**config.mk**
```make
export PLATFORM = sky130hd
export DESIGN_NAME = mips_id_ex_stage
export DESIGN_NICKNAME = d
export VERILOG_FILES = /design/src/rtl/mips_pkg.sv /design/src/rtl/mips_load_use_detect.sv /design/src/rtl/mips_id_ex_stage.sv
export SDC_FILE = /design/constraint.sdc
export NUM_CORES = 1
export LEC_CHECK = 0
export BUFFER_PORTS_ARGS = -buffer_cell sky130_fd_sc_hd__buf_4
export CORE_AREA = 2 2 121 123
export CTS_CLUSTER_DIAMETER = 30
export CTS_CLUSTER_SIZE = 14
export DETAILED_ROUTE_END_ITERATION = 8
export DIE_AREA = 0 0 123 125
export PLACE_DENSITY_LB_ADDON = 0.12
export SLEW_MARGIN = 20
export SYNTH_ARGS = -nofsm -noshare
export SYNTH_HDL_FRONTEND = slang
export SYNTH_SLANG_ARGS = --single-unit
export TNS_END_PERCENT = 30
```
**constraint.sdc**
```tcl
create_clock -name clk -period 2.6 [get_ports clk]
set_input_delay 0.13 -clock clk [delete_from_list [all_inputs] [get_ports clk]]
set_output_delay 0.13 -clock clk [all_outputs]
set_load 0.01 [all_outputs]
```
**src/rtl/mips_pkg.sv**
```systemverilog
// Shared MIPS core definitions: datapath widths, ALU opcodes, control bundle.
// Latency: n/a (package only).
// Backpressure: n/a.
package mips_pkg;

    localparam int DATA_W  = 32;
    localparam int REG_AW  = 5;
    localparam int ALUOP_W = 4;

    // ALU operation encodings driven by the decoder, consumed by EX.
    localparam logic [ALUOP_W-1:0] ALU_AND = 4'd0;
    localparam logic [ALUOP_W-1:0] ALU_OR  = 4'd1;
    localparam logic [ALUOP_W-1:0] ALU_ADD = 4'd2;
    localparam logic [ALUOP_W-1:0] ALU_SUB = 4'd6;
    localparam logic [ALUOP_W-1:0] ALU_SLT = 4'd7;
    localparam logic [ALUOP_W-1:0] ALU_NOR = 4'd12;

    // Control bundle carried ID -> ID/EX -> EX/MEM.
    typedef struct packed {
        logic reg_write;
        logic mem_read;
        logic mem_write;
        logic mem_to_reg;
        logic alu_src;
        logic reg_dst;
    } ctrl_t;

    // Destination register select: rd for R-type, rt otherwise.
    function automatic logic [REG_AW-1:0] sel_dest(input logic             reg_dst,
                                                   input logic [REG_AW-1:0] rd,
                                                   input logic [REG_AW-1:0] rt);
        return reg_dst ? rd : rt;
    endfunction

endpackage

```
**src/rtl/mips_load_use_detect.sv**
```systemverilog
// Load-use hazard detector: flags a decode instruction reading the register a load in EX writes.
// Latency: purely combinational.
// Backpressure: none; the hazard output is what the caller uses to stall.
// Ports: ex_* describe the instruction in EX, id_* the one in decode; hazard_o is the stall request.
module mips_load_use_detect #(
    parameter int REG_AW = 5
) (
    input  logic              ex_valid_i,
    input  logic              ex_mem_read_i,
    input  logic [REG_AW-1:0] ex_dest_i,
    input  logic              id_valid_i,
    input  logic [REG_AW-1:0] id_rs_i,
    input  logic [REG_AW-1:0] id_rt_i,
    input  logic              id_uses_rt_i,
    output logic              hazard_o
);

    // $0 is never written, so a load targeting it cannot create a dependency.
    assign hazard_o = ex_valid_i & ex_mem_read_i & (ex_dest_i != '0) & id_valid_i &
                      ((ex_dest_i == id_rs_i) | (id_uses_rt_i & (ex_dest_i == id_rt_i)));

endmodule

```
**src/rtl/mips_id_ex_stage.sv**
```systemverilog
// ID/EX pipeline register with load-use stall and branch flush.
// Latency: 1 cycle from decode inputs to ex_* outputs; pc_write/if_id_write combinational.
// Backpressure: on load-use hazard freezes PC and IF/ID one cycle and injects a bubble; flush overrides.
// Ports: id_* decode fields in, ex_* registered execute fields out, flush from branch resolution.
// Optional: define MIPS_HAZARD_STATS_EN to add stall_count/flush_count saturating counters.
module mips_id_ex_stage #(
    parameter int DATA_W  = mips_pkg::DATA_W,
    parameter int REG_AW  = mips_pkg::REG_AW,
    parameter int ALUOP_W = mips_pkg::ALUOP_W
) (
    input  logic               clk,
    input  logic               rst_n,
    input  logic               id_valid,
    input  logic [DATA_W-1:0]  id_pc,
    input  logic [REG_AW-1:0]  id_rs,
    input  logic [REG_AW-1:0]  id_rt,
    input  logic [REG_AW-1:0]  id_rd,
    input  logic               id_uses_rt,
    input  logic [DATA_W-1:0]  id_rs_data,
    input  logic [DATA_W-1:0]  id_rt_data,
    input  logic [DATA_W-1:0]  id_imm,
    input  logic               id_reg_write,
    input  logic               id_mem_read,
    input  logic               id_mem_write,
    input  logic               id_mem_to_reg,
    input  logic               id_alu_src,
    input  logic               id_reg_dst,
    input  logic [ALUOP_W-1:0] id_alu_op,
    input  logic               flush,
    output logic               pc_write,
    output logic               if_id_write,
    output logic               ex_valid,
    output logic [DATA_W-1:0]  ex_pc,
    output logic [DATA_W-1:0]  ex_rs_data,
    output logic [DATA_W-1:0]  ex_rt_data,
    output logic [DATA_W-1:0]  ex_imm,
    output logic [REG_AW-1:0]  ex_rs,
    output logic [REG_AW-1:0]  ex_rt,
    output logic [REG_AW-1:0]  ex_dest,
    output logic               ex_reg_write,
    output logic               ex_mem_read,
    output logic               ex_mem_write,
    output logic               ex_mem_to_reg,
    output logic               ex_alu_src,
`ifdef MIPS_HAZARD_STATS_EN
    output logic [31:0]        stall_count,
    output logic [31:0]        flush_count,
`endif
    output logic [ALUOP_W-1:0] ex_alu_op
);

    import mips_pkg::*;

    ctrl_t               id_ctrl;
    logic [REG_AW-1:0]   id_dest;
    logic                hazard;

    logic                ex_valid_q, ex_valid_d;
    logic [DATA_W-1:0]   ex_pc_q, ex_pc_d;
    logic [DATA_W-1:0]   ex_rs_data_q, ex_rs_data_d;
    logic [DATA_W-1:0]   ex_rt_data_q, ex_rt_data_d;
    logic [DATA_W-1:0]   ex_imm_q, ex_imm_d;
    logic [REG_AW-1:0]   ex_rs_q, ex_rs_d;
    logic [REG_AW-1:0]   ex_rt_q, ex_rt_d;
    logic [REG_AW-1:0]   ex_dest_q, ex_dest_d;
    logic                ex_reg_write_q, ex_reg_write_d;
    logic                ex_mem_read_q, ex_mem_read_d;
    logic                ex_mem_write_q, ex_mem_write_d;
    logic                ex_mem_to_reg_q, ex_mem_to_reg_d;
    logic                ex_alu_src_q, ex_alu_src_d;
    logic [ALUOP_W-1:0]  ex_alu_op_q, ex_alu_op_d;

    assign id_ctrl = '{reg_write:  id_reg_write,
                       mem_read:   id_mem_read,
                       mem_write:  id_mem_write,
                       mem_to_reg: id_mem_to_reg,
                       alu_src:    id_alu_src,
                       reg_dst:    id_reg_dst};
    assign id_dest = sel_dest(id_ctrl.reg_dst, id_rd, id_rt);

    mips_load_use_detect #(.REG_AW(REG_AW)) u_load_use_detect (
        .ex_valid_i    (ex_valid_q),
        .ex_mem_read_i (ex_mem_read_q),
        .ex_dest_i     (ex_dest_q),
        .id_valid_i    (id_valid),
        .id_rs_i       (id_rs),
        .id_rt_i       (id_rt),
        .id_uses_rt_i  (id_uses_rt),
        .hazard_o      (hazard)
    );

    // A flush squashes the decode slot, so stalling it would be pointless.
    assign pc_write    = ~hazard | flush;
    assign if_id_write = ~hazard | flush;

    always_comb begin
        ex_valid_d      = ex_valid_q;
        ex_pc_d         = ex_pc_q;
        ex_rs_data_d    = ex_rs_data_q;
        ex_rt_data_d    = ex_rt_data_q;
        ex_imm_d        = ex_imm_q;
        ex_rs_d         = ex_rs_q;
        ex_rt_d         = ex_rt_q;
        ex_dest_d       = ex_dest_q;
        ex_reg_write_d  = ex_reg_write_q;
        ex_mem_read_d   = ex_mem_read_q;
        ex_mem_write_d  = ex_mem_write_q;
        ex_mem_to_reg_d = ex_mem_to_reg_q;
        ex_alu_src_d    = ex_alu_src_q;
        ex_alu_op_d     = ex_alu_op_q;
        if (flush || hazard) begin
            // Bubble: data fields hold, only validity and control are cleared.
            // Clearing mem_read is what limits a load-use stall to one cycle.
            ex_valid_d      = 1'b0;
            ex_reg_write_d  = 1'b0;
            ex_mem_read_d   = 1'b0;
            ex_mem_write_d  = 1'b0;
            ex_mem_to_reg_d = 1'b0;
            ex_alu_src_d    = 1'b0;
            ex_alu_op_d     = '0;
        end else begin
            ex_valid_d      = id_valid;
            ex_pc_d         = id_pc;
            ex_rs_data_d    = id_rs_data;
            ex_rt_data_d    = id_rt_data;
            ex_imm_d        = id_imm;
            ex_rs_d         = id_rs;
            ex_rt_d         = id_rt;
            ex_dest_d       = id_dest;
            // Writes to $0 are dropped here so later stages need no special case.
            ex_reg_write_d  = id_valid & id_ctrl.reg_write & (id_dest != '0);
            ex_mem_read_d   = id_valid & id_ctrl.mem_read;
            ex_mem_write_d  = id_valid & id_ctrl.mem_write;
            ex_mem_to_reg_d = id_valid & id_ctrl.mem_to_reg;
            ex_alu_src_d    = id_valid & id_ctrl.alu_src;
            ex_alu_op_d     = id_valid ? id_alu_op : '0;
        end
    end

    always_ff @(posedge clk or negedge rst_n) begin
        if (!rst_n) begin
            ex_valid_q      <= 1'b0;
            ex_pc_q         <= '0;
            ex_rs_data_q    <= '0;
            ex_rt_data_q    <= '0;
            ex_imm_q        <= '0;
            ex_rs_q         <= '0;
            ex_rt_q         <= '0;
            ex_dest_q       <= '0;
            ex_reg_write_q  <= 1'b0;
            ex_mem_read_q   <= 1'b0;
            ex_mem_write_q  <= 1'b0;
            ex_mem_to_reg_q <= 1'b0;
            ex_alu_src_q    <= 1'b0;
            ex_alu_op_q     <= '0;
        end else begin
            ex_valid_q      <= ex_valid_d;
            ex_pc_q         <= ex_pc_d;
            ex_rs_data_q    <= ex_rs_data_d;
            ex_rt_data_q    <= ex_rt_data_d;
            ex_imm_q        <= ex_imm_d;
            ex_rs_q         <= ex_rs_d;
            ex_rt_q         <= ex_rt_d;
            ex_dest_q       <= ex_dest_d;
            ex_reg_write_q  <= ex_reg_write_d;
            ex_mem_read_q   <= ex_mem_read_d;
            ex_mem_write_q  <= ex_mem_write_d;
            ex_mem_to_reg_q <= ex_mem_to_reg_d;
            ex_alu_src_q    <= ex_alu_src_d;
            ex_alu_op_q     <= ex_alu_op_d;
        end
    end

    assign ex_valid      = ex_valid_q;
    assign ex_pc         = ex_pc_q;
    assign ex_rs_data    = ex_rs_data_q;
    assign ex_rt_data    = ex_rt_data_q;
    assign ex_imm        = ex_imm_q;
    assign ex_rs         = ex_rs_q;
    assign ex_rt         = ex_rt_q;
    assign ex_dest       = ex_dest_q;
    assign ex_reg_write  = ex_reg_write_q;
    assign ex_mem_read   = ex_mem_read_q;
    assign ex_mem_write  = ex_mem_write_q;
    assign ex_mem_to_reg = ex_mem_to_reg_q;
    assign ex_alu_src    = ex_alu_src_q;
    assign ex_alu_op     = ex_alu_op_q;

`ifdef MIPS_HAZARD_STATS_EN
    logic [31:0] stall_count_q, flush_count_q;

    // Raw hazard is counted even when a flush overrides it.
    always_ff @(posedge clk or negedge rst_n) begin
        if (!rst_n) begin
            stall_count_q <= '0;
            flush_count_q <= '0;
        end else begin
            if (hazard && (stall_count_q != '1)) stall_count_q <= stall_count_q + 32'd1;
            if (flush  && (flush_count_q != '1)) flush_count_q <= flush_count_q + 32'd1;
        end
    end

    assign stall_count = stall_count_q;
    assign flush_count = flush_count_q;
`endif

endmodule
```
; Yosys cells after proc, flatten, opt, wreduce, memory -nomap -nowiden
; Index checks and enable logic that the tools add are counted.
; Widths: inputs -> output; s select.
[op_classes]
mux = 9
bitwise_logic = 14
n_reduce_logical = 3
n_eq_ne = 2
[ops]
columns = cell, n
row1 = $and 1x1->1, 11
row2 = $eq 5x5->1, 2
row3 = $reduce_bool 5->1, 2
row4 = $mux 4, 2
row5 = $mux 1, 6
row6 = $mux 5, 1
row7 = $or 1x1->1, 2
row8 = $logic_or 1x1->1, 1
row9 = $not 1->1, 1
[word_totals]
output_inout_bits = 155
word_cells = 42
in_bits = 158
reg_bits = 153

; Depth between registers and ports, before layout
; Gate-level depths: netlist of the first run.
[depth]
ltp_word = 6
mapped_depth = 7
ltp_nobuf = 5

; Hierarchy
; From an unflattened synthesis of the first run, not the netlist that was laid out.
[unflattened]
cells_unflattened = 359
area_unflattened_um2 = 5914.4
[by_module_without_submodules]
columns = module, area_each_um2, cells_per_inst, n_inst
row1 = mips_id_ex_stage, 5784.3, 342, 1
row2 = mips_load_use_detect, 130.1, 17, 1

; Least setup slack after synthesis of the first run
; No wires, ideal clock.
[synth_timing]
kind = flip-flop to flip-flop
from = register ex_dest_q[2], in the netlist ex_dest[2]
to = register ex_pc_q[0], in the netlist ex_pc[0]
setup_time_ns = 0.127
t_arrival_ns = 1.782
path_slack_ns = 0.690
required_time_ns = 2.473
path_stages_with_launch = 7
n_path_buf = 2
path_cell_list = dfrtp_1 -> nor4_1 -> a21oi_1 -> a21oi_2 -> buf_4 -> buf_6 -> mux2_1
[synth_via]
elab_chain_len = 5
word_cells_on_any_way = 9
[synth_lines]
columns = item, line
row1 = from (decl), mips_id_ex_stage.sv:65  ; logic [REG_AW-1:0] ex_dest_q, ex_dest_d;
row2 = from (signal assigned), mips_id_ex_stage.sv:164  ; ex_dest_q <= ex_dest_d;
row3 = $eq 5x5->1 or $reduce_bool 5->1 (tied branches), "mips_load_use_detect.sv:20, mips_load_use_detect.sv:19"
row4 = $and 1x1->1 (on tied branches), "mips_load_use_detect.sv:20, mips_load_use_detect.sv:19"
row5 = $or 1x1->1 or $and 1x1->1 (tied branches), "mips_load_use_detect.sv:20, mips_load_use_detect.sv:19"
row6 = $and 1x1->1 (*), mips_load_use_detect.sv:19  ; assign hazard_o = ex_valid_i & ex_mem_read_i & (ex_dest_i != '0) & id_valid_i &
row7 = $logic_or 1x1->1 (*), mips_id_ex_stage.sv:111  ; if (flush || hazard) begin
row8 = to (signal assigned), mips_id_ex_stage.sv:158  ; ex_pc_q <= ex_pc_d;
row9 = to (decl), mips_id_ex_stage.sv:59  ; logic [DATA_W-1:0] ex_pc_q, ex_pc_d;
; Every way passes the cells marked *; elsewhere a longest branch is shown, timed or not.
; A chain may end at the register's enable or synchronous reset.

; Worst setup path in the final report of the first run
[layout_timing]
from = register ex_dest_q[2], in the netlist ex_dest[2]
to = register ex_imm_q[16], in the netlist ex_imm[16]
[layout_via]
elab_chain_len = 5
word_cells_on_any_way = 9
[layout_lines]
columns = item, line
row1 = $eq 5x5->1 or $reduce_bool 5->1 (tied branches), "mips_load_use_detect.sv:20, mips_load_use_detect.sv:19"
row2 = $and 1x1->1 (on tied branches), "mips_load_use_detect.sv:20, mips_load_use_detect.sv:19"
row3 = $or 1x1->1 or $and 1x1->1 (tied branches), "mips_load_use_detect.sv:20, mips_load_use_detect.sv:19"
row4 = $and 1x1->1 (*), mips_load_use_detect.sv:19
row5 = $logic_or 1x1->1 (*), mips_id_ex_stage.sv:111
row6 = to (signal assigned), mips_id_ex_stage.sv:161  ; ex_imm_q <= ex_imm_d;
row7 = to (decl), mips_id_ex_stage.sv:62  ; logic [DATA_W-1:0] ex_imm_q, ex_imm_d;
; Marked as above.

==> flow_metrics.py, run 1 <==
metrics = {
    "sta": {
        "slew_violations": 0,
        "fmax_ghz": 0.469,
        "setup_viol": 0,
        "hold_violations": 0,
        "worst_pin_slew_ns": 0.682,
        "finalSetupTns_ns": 0,
        "max-slew-margin-rel": 0.545,
        "rsz0062_at_grt": "no",
        "fin_crit_ns": 2.13,
        "fin_crit_sh": 0.821,
        "skew_ns": 0.00894,
    },
    "synth": {
        "seq_area_frac_synth": 0.653,
        "synth_cells": 353,
        "ys_ff_latch": 153,
        "synth_compound_area_frac": 0.00705,
        "synthTopCellsByArea": "dfrtp_1 65%, mux2_2 14%, mux2_1 13%",
        "synth_edf_count": 0,
        "synthDistinctLibCells": 21,
        "synth.cell_area_um2": 5860,
        "synth.top_cell.area_share": 0.653,
        "synth_commonest_cells": "153 x dfrtp_1, 75 x mux2_2, 67 x mux2_1, 10 x xnor2_1, 8 x and2_1",
        "synthAdderAreaFrac": 0,
        "yosys.area.top_type": "dfrtp_1",
        "syn_avg_cell_area_um2": 16.6,
        "syn_nets": 511,
        "yosysWarnings": 0,
        "yosys.area_share.simple": 0.0169,
        "async_flop_share": 1.00,
        "synth-xor-area-share": 0.0149,
        "synth_top_family_by_area": "multiplexers",
        "synth_most_common_cell": "dfrtp_1",
        "synth_top_flop_cell": "dfrtp_1",
        "synthMuxAreaShare": 0.283,
    },
    "run_status": {
        "status": "completed",
    },
    "detailed_routing": {
        "wl_mm": 17.4,
        "drt_iter0_drc": 169,
        "viasPerCell": 4.62,
        "drc_errors": 0,
        "dr.pass1.iters": 4,
        "ant_nets": 0,
        "wl_per_cell_um": 17.1,
        "vias": 4689,
    },
    "power_and_ir_drop": {
        "power.leakage_uw": 0.00499,
        "vdd_drop_max_v": 0.000401,
        "cellPowerDensity_nw_per_um2": 658,
        "fin_total_pwr_uw": 6960,
    },
    "floorplan": {
        "io_pins": 313,
        "chipHeight_um": 125,
        "start_util": 0.413,
        "die_x_um": 123,
        "dieArea_um2": 15400,
        "coreArea_um2": 14200,
        "rows": 44,
    },
    "critical_path": {
        "worstSetupEndpointType": "register",
        "arrival_ns": 2.43,
        "crit_type": "register to register",
        "start_kind": "register",
        "required_ns": 2.90,
        "cp_max_fo": 73,
    },
    "clocking": {
        "clkTransAtPathRegs_ns": 0.06,
        "numClockSinks": 153,
        "worstSkewPairLatency_ns": 0.42,
        "cts.hold.buffers_added": 148,
        "htreeDepth": 4,
        "cts_buffers": 17,
        "cts_resized": 0,
        "cts_root_buf": "clkbuf_16",
        "cts_setup_buffers": 0,
        "clk_path_buf_depth": 2,
        "cts_tree": "done",
    },
    "placed_design": {
        "portBuffers": 312,
        "gp_congestion": 0.840,
        "dp_cells": 836,
        "dp_hpwl_mm": 11.0,
    },
    "run": {
        "cap_violations": 0,
    },
    "layout": {
        "drive_gt1_frac": 0.511,
        "n_antenna_cell": 0,
        "fin_cells": 1016,
        "fin_nets": 977,
        "syn2layout_area_growth_pct": 80.3,
    },
    "global_route": {
        "grtUsageTotal": 0.230,
        "antenna_found_initial": 0,
        "grt_start_max_net_pins": 74,
        "grt_pass1_wl_mm": 26.9,
        "grt_pass1_vias": 5209,
        "grt_overflow_total": 0,
    },
    "worst_hold_path": {
        "hold_path_class": "input port to register",
    },
}
==> power breakdown <==
| group | internal [uW] | leakage (uW) | switching [uW] | total [uW] |
|---|---|---|---|---|
| sequential | 2610 | 0.00181 | 139 | 2750 |
| combinational | 781 | 0.00284 | 497 | 1280 |
| clock | 1930 | 0.000339 | 992 | 2930 |
| total | 5330 | 0.00499 | 1630 | 6960 |
==> per-layer routing <==
metal  part of all wire  wire length, um  track usage
met5                  0                0            0
met4              0.034              590        0.102
met3              0.093             1620       0.0821
met2               0.51             8830        0.396
met1               0.37             6370        0.252
==> cell usage in the layout, fill, tap and decap left out, types with 3 or more instances in the layout <==
| master | count |
|---|---|
| and2_1 | 8 |
| buf_12 | 3 |
| buf_4 | 312 |
| bufinv_16 | 7 |
| clkbuf_16 | 17 |
| dfrtp_1 | 153 |
| dlygate4sd3_1 | 148 |
| inv_1 | 3 |
| mux2_1 | 67 |
| mux2_2 | 75 |
| mux2i_1 | 6 |
| nand3_1 | 3 |
| xnor2_1 | 10 |
==> stage by stage <==
step                hold WS, ns  worst slack (ns)  utilization  cell area, um^2
floorplan                -0.166             0.690            -             5860
global placement          0.153             0.517        0.590             8380
detailed placement        0.162             0.528        0.590             8380
CTS                      0.0494             0.495        0.744            10600
global route             0.0745             0.355        0.744            10600
finish                   0.0616             0.466        0.744            10600
==> critical path: stages (launching register included) <==
cell and delay (ns):
dfrtp_1 0.45, nor4_1 0.32, a21oi_1 0.19, a21oi_4 0.24, buf_12 0.37, mux2_2 0.39
==> final timing paths <==
kind                                      from  slack, ns  cells past startpoint        endpoint
worst max-delay path                ex_dest[2]       0.47                      5      ex_imm[16]
worst min-delay path                  id_rd[3]       0.06                      3      ex_dest[3]
worst max register to register      ex_dest[2]       0.47                      5      ex_imm[16]
worst min register to register  ex_rs_data[17]       0.48                      1  ex_rs_data[17]
max in group asynchronous                rst_n       1.50                      3  ex_rt_data[30]
min in group asynchronous                rst_n       0.27                      2       ex_imm[5]
==> layout make-up <==
class / count / area (um^2)
Multi-Input combinational cell: 180 / 1890
Clock buffer: 18 / 439
Tap cell: 184 / 230
Inverter: 3 / 11.3
Fill cell: 867 / 3640
Sequential cell: 153 / 3830
Timing Repair Buffer: 464 / 3890
Clock inverter: 14 / 268
==> logic make-up after synthesis <==
| logic type | count (synthesis) |
|---|---|
| AOI/OAI and AO/OA | 5 |
| xor gates and xnor gates | 10 |
| buffers and inverters | 20 |
| DFF | 153 |
| muxes | 148 |
| and+or+nand+nor | 17 |
Note: power is estimated with default switching activity, not from simulation.
==> run 2: changes to the inputs <==
--- a/config.mk
+++ b/config.mk
@@ -5,12 +5,13 @@
 export SDC_FILE = /design/constraint.sdc
 export NUM_CORES = 1
 export LEC_CHECK = 0
+export ABC_AREA = 1
 export BUFFER_PORTS_ARGS = -buffer_cell sky130_fd_sc_hd__buf_4
-export CORE_AREA = 2 2 121 123
+export CORE_MARGIN = 2
+export CORE_UTILIZATION = 46
 export CTS_CLUSTER_DIAMETER = 30
 export CTS_CLUSTER_SIZE = 14
 export DETAILED_ROUTE_END_ITERATION = 8
-export DIE_AREA = 0 0 123 125
 export PLACE_DENSITY_LB_ADDON = 0.12
 export SLEW_MARGIN = 20
 export SYNTH_ARGS = -nofsm -noshare
==> constraint.sdc (replaced) <==
create_clock -name clk -period 2.1 [get_ports clk]
set_input_delay 0.105 -clock clk [delete_from_list [all_inputs] [get_ports clk]]
set_output_delay 0.105 -clock clk [all_outputs]
set_load 0.01 [all_outputs]
==> flow_metrics.py, run 2 <==
metrics = {
    "power_and_ir_drop": {
        "cellPowerDensity_nw_per_um2": 735,
        "fin_total_pwr_uw": 8040,
        "power.leakage_uw": 0.00593,
        "vdd_drop_max_v": 0.000528,
    },
    "layout": {
        "multi_input_area_um2": 2110,
        "register_area_um2": 3830,
        "final_common_cell": "nand2_1",
        "fin_nets": 1334,
        "drive_gt1_frac": 0.304,
        "fillCellCount": 784,
        "syn2layout_area_growth_pct": 74.0,
        "mostFrequentLayoutCells": "326 x nand2_1, 316 x buf_4, 157 x dlygate4sd3_1",
        "final_cell_area_um2": 10900,
    },
    "floorplan": {
        "start_util": 0.472,
        "coreArea_um2": 13300,
        "rows": 42,
        "die_x_um": 121,
        "chipHeight_um": 121,
        "io_pins": 313,
        "dieArea_um2": 14600,
    },
    "synth": {
        "synthDistinctLibCells": 17,
        "synth.top_cell.area_share": 0.610,
        "ys_ff_latch": 153,
        "syn_nets": 883,
        "synth.cell_area_um2": 6280,
        "syn_avg_cell_area_um2": 8.66,
        "synth_most_common_cell": "nand2_1",
        "seq_area_frac_synth": 0.610,
        "async_flop_share": 1.00,
        "synth_edf_count": 0,
        "yosys.area.top_type": "dfrtp_1",
        "synth_commonest_cells": "326 x nand2_1, 153 x dfrtp_1, 148 x nand3_1, 17 x nor2_1",
        "synth_cells": 725,
        "synth_top_flop_cell": "dfrtp_1",
        "yosysWarnings": 0,
        "synthTopCellsByArea": "dfrtp_1 61%, nand2_1 19%, nand3_1 12%",
    },
    "run": {
        "cap_violations": 0,
    },
    "detailed_routing": {
        "wl_met2_mm": 11.7,
        "dr.pass1.iters": 7,
        "vias": 7004,
        "drt_iter0_drc": 510,
        "top_layer": "met4",
        "wl_per_cell_um": 17.1,
        "drc_errors": 0,
        "ant_nets": 0,
        "wl_met1_mm": 8.33,
        "viasPerCell": 5.13,
        "wl_met3_mm": 1.87,
        "wl_mm": 23.3,
    },
    "clocking": {
        "worstSkewPairLatency_ns": 0.42,
        "clk_path_buf_depth": 2,
        "cts_buffers": 17,
        "cts_tree": "done",
        "clkTransAtPathRegs_ns": 0.06,
        "cts_root_buf": "clkbuf_16",
        "htreeDepth": 4,
        "numClockSinks": 153,
    },
    "sta": {
        "fin_crit_sh": 0.865,
        "skew_ns": 0.00939,
        "slew_violations": 0,
        "max-slew-margin-rel": 0.644,
        "setup_viol": 0,
        "rsz0062_at_grt": "no",
        "worst_pin_slew_ns": 0.534,
        "hold_violations": 0,
        "fin_crit_ns": 1.82,
        "fmax_ghz": 0.550,
        "finalSetupTns_ns": 0,
    },
    "global_route": {
        "grt_pass1_vias": 7349,
        "grtUsageTotal": 0.322,
        "grt_start_max_net_pins": 106,
        "grt_pass1_wl_mm": 36.4,
        "grt_overflow_total": 0,
        "antenna_found_initial": 1,
    },
    "critical_path": {
        "start_kind": "register",
        "path_cells": "inv_1 > nand2_1 > nand2_1 > nor2_1 > nand3_1 > nand2_1 > nand3_1 > buf_4",
        "worstSetupEndpointType": "output pin",
        "arrival_ns": 1.71,
        "crit_path_top_delay_cell": "dfrtp_1",
        "slowest_delay_ns": 0.43,
        "cp_max_fo": 6,
        "crit_type": "register to output pin",
        "required_ns": 2.00,
        "crit_top_cell": "nand2_1",
    },
    "placed_design": {
        "gp_congestion": 0.823,
        "portBuffers": 312,
        "dp_hpwl_mm": 12.8,
        "place_area_um2": 8760,
    },
    "run_status": {
        "status": "completed",
    },
    "worst_hold_path": {
        "hold_path_class": "input port to register",
    },
}
run 2: cell count changes after synthesis, moves of 8 or more:
cell / delta
and2_1: -8
buf_1: +9
buf_2: +9
clkbuf_1: +14
inv_1: +13
mux2_1: -67
mux2_2: -75
nand2_1: +324
nand3_1: +145
nor2_1: +17
xnor2_1: -9
run 2: worst paths after layout:
kind	from	end	slack [ns]	cells after the start
max reg2reg	ex_dest[0]	ex_rs_data[0]	0.38	11
min	id_rd[3]	ex_dest[3]	0.08	5
min in group asynchronous	rst_n	ex_imm[1]	0.21	2
min reg2reg	ex_rt_data[9]	ex_rt_data[9]	0.47	2
max in group asynchronous	rst_n	ex_rt_data[31]	1.12	3
max	ex_dest[0]	pc_write	0.28	8
run 2: per-layer routing:
layer,vias to the layer above,track usage
met3,105,0.0844
li1,3191,-
met2,399,0.540
met5,-,0
met1,3309,0.362
met4,0,0.208
run 2: worst max-delay path, delay by kind of cell, from the launching register on:
kind	cells	cell delay (ns)
and+or+nand+nor	6	0.60
DFF	1	0.43
buffers and inverters	2	0.28
run 2: area by class of cell:
type                    instances  share of cell area
inverters                      21             0.00744
well taps                     176              0.0202
multi-input cells             502               0.193
repair buffers                481               0.375
flip-flops and latches        153               0.350
clock inverters                 8             0.00847
clock buffers                  23              0.0456
diodes                          1            0.000229
run 2: cell families after synthesis:
| family | share of synthesized area |
|---|---|
| buf+inv | 0.0546 |
| flops | 0.610 |
| simple gates | 0.329 |
| xor+xnor | 0.00140 |
| compound gates | 0.00478 |
run 2: through the flow:
step	util	setup slack (ns)	hold slack [ns]	cells
finish	0.822	0.283	0.0814	1365
global route	0.822	0.108	0.111	1365
CTS	0.822	0.280	0.0696	1364
detailed placement	0.659	0.453	0.0906	1176
global placement	0.659	0.441	0.0899	1176
floorplan	-	0.600	-0.191	725
run 2: what timing repair did:
item | 4_1_cts | 5_1_grt
setup buffers | 0 | 0
endpoints found under the hold margin | 201 | 0
resized for setup | 0 | 0
hold buffers | 157 | 0
run 2: report_power, final:
group,internal [uW],switching [uW],total (uW)
Combinational,864,746,1610
Sequential,3200,169,3370
Clock,1890,1160,3050
